### config.mk
export PLATFORM = sky130hd
export DESIGN_NAME = eda_output_streamer
export DESIGN_NICKNAME = d
export VERILOG_FILES = /design/src/rtl/eda_stream_pkg.sv /design/src/rtl/eda_output_streamer.sv
export SDC_FILE = /design/constraint.sdc
export NUM_CORES = 1
export LEC_CHECK = 0
export ABC_CLOCK_PERIOD_IN_PS = 2000
export CORE_UTILIZATION = 40
export DETAILED_ROUTE_END_ITERATION = 8
export PLACE_DENSITY = 0.73
export RECOVER_POWER = 25
export SLEW_MARGIN = 20
export SYNTH_ARGS = -nofsm -noshare
export SYNTH_HDL_FRONTEND = slang
export SYNTH_SLANG_ARGS = --single-unit
### constraint.sdc
create_clock -name clk -period 2 [get_ports clk]
set_clock_uncertainty 0.15 [all_clocks]
set_input_delay 0.2 -clock clk [delete_from_list [all_inputs] [get_ports clk]]
set_output_delay 0.2 -clock clk [all_outputs]
set_load 0.05 [all_outputs]
### src/rtl/eda_stream_pkg.sv
// Shared types and sizing helpers for the mask output streamer.
// Sizing is derived from the mask geometry and the beat width.
package eda_stream_pkg;

    localparam int CFG_M = 4;
    localparam int CFG_N = 4;

    typedef enum logic [0:0] {
        IDLE   = 1'b0,
        STREAM = 1'b1
    } stream_state_e;

    function automatic int total_bits(input int m, input int n);
        return m * n;
    endfunction

    function automatic int num_beats(input int m, input int n, input int w);
        return (m * n + w - 1) / w;
    endfunction

    // A single-beat image still needs a 1-bit counter.
    function automatic int cnt_width(input int m, input int n, input int w);
        return (num_beats(m, n, w) > 1) ? $clog2(num_beats(m, n, w)) : 1;
    endfunction

endpackage

### src/rtl/eda_output_streamer.sv
// Snapshots the finished result mask, requests a mask clear, and streams the
// snapshot in raster order as OUT_WIDTH-bit valid/ready beats.
module eda_output_streamer
    import eda_stream_pkg::*;
#(
    parameter int M         = CFG_M,
    parameter int N         = CFG_N,
    parameter int OUT_WIDTH = 8
) (
    input  logic                   clk,
    input  logic                   reset_n,
    input  logic                   start,
    input  logic [M-1:0][N-1:0]    matrix_in,
    output logic                   clear_req,
    output logic                   out_valid,
    input  logic                   out_ready,
    output logic [OUT_WIDTH-1:0]   out_data,
    output logic                   out_last,
    output logic                   busy,
    output logic                   done
);

    localparam int TOTAL_BITS = total_bits(M, N);
    localparam int NUM_BEATS  = num_beats(M, N, OUT_WIDTH);
    localparam int CNT_W      = cnt_width(M, N, OUT_WIDTH);
    localparam int SNAP_W     = NUM_BEATS * OUT_WIDTH;
    localparam logic [CNT_W-1:0] LAST_BEAT = CNT_W'(NUM_BEATS - 1);
    localparam logic SINGLE_BEAT = (NUM_BEATS == 32'd1);

    stream_state_e     state_r, state_s;
    logic [SNAP_W-1:0] snap_r, snap_s;
    logic [CNT_W-1:0]  beat_r, beat_s;
    logic              clear_req_r, clear_req_s;
    logic              done_r, done_s;
    logic              last_r, last_s;

    // Next-state, snapshot shift, beat counter and pulse generation.
    always_comb begin
        state_s     = state_r;
        snap_s      = snap_r;
        beat_s      = beat_r;
        clear_req_s = 1'b0;
        done_s      = 1'b0;
        last_s      = last_r;
        case (state_r)
            IDLE: begin
                if (start) begin
                    state_s     = STREAM;
                    snap_s      = SNAP_W'(matrix_in);
                    beat_s      = '0;
                    clear_req_s = 1'b1;
                    last_s      = SINGLE_BEAT;
                end else begin
                    state_s = IDLE;
                end
            end
            STREAM: begin
                if (out_ready) begin
                    // Shifting on the final beat too leaves the snapshot zeroed in IDLE.
                    snap_s = snap_r >> OUT_WIDTH;
                    if (beat_r == LAST_BEAT) begin
                        state_s = IDLE;
                        done_s  = 1'b1;
                        last_s  = 1'b0;
                    end else begin
                        beat_s = beat_r + CNT_W'(1);
                        last_s = ((beat_r + CNT_W'(1)) == LAST_BEAT);
                    end
                end else begin
                    state_s = STREAM;
                end
            end
            default: begin
                state_s = IDLE;
            end
        endcase
    end

    // State and datapath registers with synchronous active-low reset.
    always_ff @(posedge clk) begin
        if (!reset_n) begin
            state_r     <= IDLE;
            snap_r      <= '0;
            beat_r      <= '0;
            clear_req_r <= 1'b0;
            done_r      <= 1'b0;
            last_r      <= 1'b0;
        end else begin
            state_r     <= state_s;
            snap_r      <= snap_s;
            beat_r      <= beat_s;
            clear_req_r <= clear_req_s;
            done_r      <= done_s;
            last_r      <= last_s;
        end
    end

    assign clear_req = clear_req_r;
    assign out_valid = (state_r == STREAM);
    assign busy      = (state_r == STREAM);
    assign out_data  = snap_r[OUT_WIDTH-1:0];
    assign out_last  = last_r;
    assign done      = done_r;

endmodule
# --- Word-level counts from Yosys, hierarchy flattened ---
# Cells that the tools add are included.
classes:
  addsub: 1
  mul: 0
  div_mod_pow: 0
  order_cmp: 0
  n_eq_ne: 2
  shifts: 0
  n_mux: 15
  n_bitwise: 2
  n_reduce_logical: 3
op_table:
  columns: ["operator", "count"]
  rows:
  - ["16-bit 2-to-1 mux", 2]
  - ["16-bit one-hot mux with 2 select lines", 1]
  - ["1-bit 2-to-1 mux", 9]
  - ["1-bit one-hot mux with 2 select lines", 3]
  - ["2-bit inequality test, second input constant", 2]
  - ["3-bit AND reduction", 1]
  - ["1-bit inverter", 2]
  - ["2-bit AND reduction", 1]
  - ["2-bit OR reduction", 1]
  - ["1-bit adder, second input constant", 1]
totals:
  ff_bits: 21
  latchBits: 0
  ram_bits: 0
  rom_bits: 0
  out_inout_bits: 13
  elab_cells: 29
  n_memories: 0

# --- Longest topological paths before layout ---
logic_depth:
  ltp_word: 4
  mapped_depth: 5

# --- Least setup slack after synthesis ---
# OpenSTA, ideal clock, no wires.
synth_timing:
  path_type: "register to register"
  from: "register state_r (netlist: busy)"
  to: "register snap_r[1]"
  t_arrival_ns: 1.491
  required_ns: 1.726
  path_slack_ns: 0.235
  path_stages_with_launch: 6
  n_path_buf: 2
  path_cell_list: "dfxtp_1 buf_6 mux2_4 buf_6 nor2_1 a211oi_2"
synth_between:
  elab_chain_len: 3
  elab_cells_between_ends: 5
  cone_classes: "eq/ne: 2; mux: 1; bitwise: 1; reduce/logical: 1"
synth_lines:
  columns: ["item", "line_no", "rtl"]
  rows:
  - ["start, declared", "eda_output_streamer.sv:30", "stream_state_e state_r, state_s;"]
  - ["start signal, assigned", "eda_output_streamer.sv:89", "state_r <= state_s;"]
  - ["1-bit inverter", null, null]
  - ["2-bit inequality test (no source line)", null, null]
  - ["2-bit AND reduction (no source line)", null, null]
  - ["end signal, assigned", "eda_output_streamer.sv:90", "snap_r <= snap_s;"]
  - ["end, declared", "eda_output_streamer.sv:31", "logic [SNAP_W-1:0] snap_r, snap_s;"]
# Several ways; a longest one is shown, not always the timed one.
# A chain may end at the register's enable or synchronous reset.

# --- Worst setup path in the final report ---
layout_timing:
  from: "register snap_r[4]"
  to: "output out_data[4]"
layout_rtl:
  columns: ["item", "line_no", "rtl"]
  rows:
  - ["end, declared", "eda_output_streamer.sv:17", "output logic [OUT_WIDTH-1:0] out_data,"]
# No word-level cell between the ends.

==> results by group <==
Status
  • Outcome: completed

Synthesis
  • Yosys top cell by area: dfxtp_1
  • Syn. warnings: 0
  • Syn Area/Cell: 11.17 µm²
  • Distinct cells, synth: 18
  • Main synth FF type: dfxtp_1
  • Syn Nets: 100
  • Sequential fraction of the synthesis area: 0.4706
  • Post-synth EDFFs: 0
  • Mapped Area: 893.4 µm²
  • Main area contributors after synthesis: dfxtp_1, a211oi_2, mux2i_1
  • Post-synth ARST share: 0
  • Post-synth top area share: 0.4706
  • Flops & latches, synth: 21
  • Count leader, synth: dfxtp_1
  • Syn Inst Count: 80
  • Commonest cells in the netlist: dfxtp_1, nor2_1, buf_4

Worst setup path
  • Worst EP arrival: 1.45 ns
  • CP endpoint: out_data[4]
  • Slowest cell on crit path: clkdlybuf4s50_1
  • CP required: 1.65 ns
  • CP startpoint: snap_r[4]
  • Worst-path cell chain: clkdlybuf4s50_1
  • Setup Crit Path Kind: flop to primary output
  • CP Max Fanout: 2
  • CP top delay family: buffers and inverters
  • Worst r2r dst: snap_r[11]
  • R2R cell count: 3
  • Worst Setup End Kind: primary output
  • R2R Path Start: busy
  • CP peak stage delay: 0.81 ns
  • Startpoint types: flop
  • CP Depth: 1
  • Flop2flop setup slack: 0.36 ns
  • Buf/Inv on CP: 1

Placed design
  • Placed cell area: 0.001190 mm²
  • IO buf count: 32
  • Routability Congestion: 0.7498
  • Post-DP HPWL: 1.206 mm
  • Setup WS pre-CTS: 0.2886 ns

Clocking
  • Number of post-CTS setup repair buffers: 0
  • CTS Hold Bufs: 0
  • CTS H-tree depth: 1
  • CTS tree: built
  • CTS Buf Count: 3
  • Resize count post-CTS: 0
  • Clock sinks: 21
  • CTS Root Cell: clkbuf_4
  • Worst-Skew Late Latency: 0.29 ns
  • Worst-path clk slew: 0.11 ns
  • Maximum root-to-sink buffer count: 2

Timing
  • Tcrit/Tclk final: 0.9000
  • Post-route setup TNS: 0 ns
  • Final Hold Fails: 0
  • Final WS setup: 0.1999 ns
  • Final setup viols: 0
  • Actual slew at the worst max-slew pin: 0.6505 ns
  • Min Tclk post-route: 1.800 ns
  • RSZ-0062 raised after global routing: no
  • Max Fclk: 0.5555 GHz
  • Rel. slew slack: 0.5663
  • Final slew viol count: 0

Finish
  • Antenna Cells: 0
  • Design area: 0.001194 mm²
  • Final nets: 127
  • P&R area growth vs syn: 33.61%
  • Share of cells above drive strength 1: 0.1321
  • Post-layout util: 0.5903

GRT
  • First-pass GRT wire length: 2.801 mm
  • Initial antenna violation count: 0
  • Vias in the first global route: 646
  • Grt ovf: 0
  • Largest net degree at the start of global routing: 19
  • Gr usage total: 0.1502

Floorplanning
  • Initial core utilization: 0.4418
  • Die Wd: 49.26 µm
  • Die height: 49.26 µm
  • I/O pin count: 33
  • Die Area: 0.002427 mm²
  • Core footprint: 0.002022 mm²
  • Row count: 16

Pwr
  • Power Dens Cells: 761.2 mW/mm²
  • Leak pwr: 0.4643 nW
  • Maximum vdd drop: 406.9 µV

Min path
  • Hold path startpoint: matrix_in[8]
  • Hold Path Class: primary input to flop

Drt
  • Routed WL: 1.692 mm
  • TritonRoute pass-1 iters: 4
  • DR WL/cell: 12.72 µm
  • DR iter-0 viols: 7
  • Vias: 648
  • Via density per instance: 4.872
  • DRC Markers: 0
  • Post-route ant nets: 0

Flow run
  • Max Cap Violations: 0
[where the power goes]
part           switching (mW)  internal [mW]
logic                   0.139          0.110
registers              0.0150          0.447
clock network           0.120         0.0775
[metal layers]
layer	GRT usage	share of wire	vias to the layer above
met4	0.05882	0	0
met5	0	0	-
met2	0.2237	0.44	22
met3	0.04050	0.069	0
met1	0.2038	0.49	296
li1	-	-	330
[state kept, by name, indices dropped and copies added (netlist names)]
| name | count |
|---|---|
| busy | 1 |
| done | 1 |
| clear_req | 1 |
| out_last | 1 |
| beat_r | 1 |
| snap_r | 16 |
[worst reg2reg max path: cells and delay by family (launching register included)]
kind	cells	cell delay [ns]
buf+inv	1	0.29
flops	1	0.35
simple gates	1	0.59
compound gates	1	0.22
[logic make-up (layout without fill, tap and decap cells)]
kind of cell	Yosys count	count (layout)	share of synthesized area
AO/OA/AOI/OAI	20	20	0.2227
buffers and inverters	16	42	0.1246
flip-flops	21	21	0.4706
multiplexers	9	9	0.1064
AND/OR/NAND/NOR	14	14	0.07562
[worst min-delay path by stage]
stage / end / slack, ns / cells past startpoint
floorplan: snap_r[10] / 0.18 / 1
global placement: snap_r[9] / 0.32 / 1
detailed placement: snap_r[12] / 0.32 / 1
CTS: snap_r[8] / 0.33 / 2
global route: snap_r[8] / 0.32 / 2
finish: snap_r[8] / 0.34 / 2
[layout by cell type, fill, tap and decap left out]
cell type        count
buf_12               2
a22o_1               8
buf_4                1
a21oi_1              1
o21ai_0              1
inv_1                3
nor3_2               1
clkdlybuf4s50_1     29
o211a_1              1
a211oi_2             5
clkbuf_1             3
nor2_1              10
clkbuf_4             3
mux2_4               1
a211oi_1             3
nand3_1              1
mux2i_1              8
o22a_1               1
dlygate4sd3_1        1
nor2_4               1
dfxtp_1             21
nand2_1              1
[metrics by stage]
| step | std cells | total power, mW | hold slack, ns |
|---|---|---|---|
| 4_1_cts | 133 | 0.9260 | 0.3254 |
| 3_5_place_dp | 129 | 0.7287 | 0.3210 |
| 6_report | 133 | 0.9086 | 0.3379 |
| 3_3_place_gp | 129 | 0.7255 | 0.3187 |
| 2_1_floorplan | 80 | 0.6538 | 0.1756 |
| 5_1_grt | 133 | 0.9560 | 0.3210 |
[area by class of cell]
type	count	area [µm²]
Inverter	3	11.26
Sequential cell	21	420.4
Timing Repair Buffer	35	355.3
Tap cell	27	33.78
Fill cell	185	828.3
Multi-Input combinational cell	43	346.6
Clock buffer	4	26.28
Power figures use the tool's default switching activity.
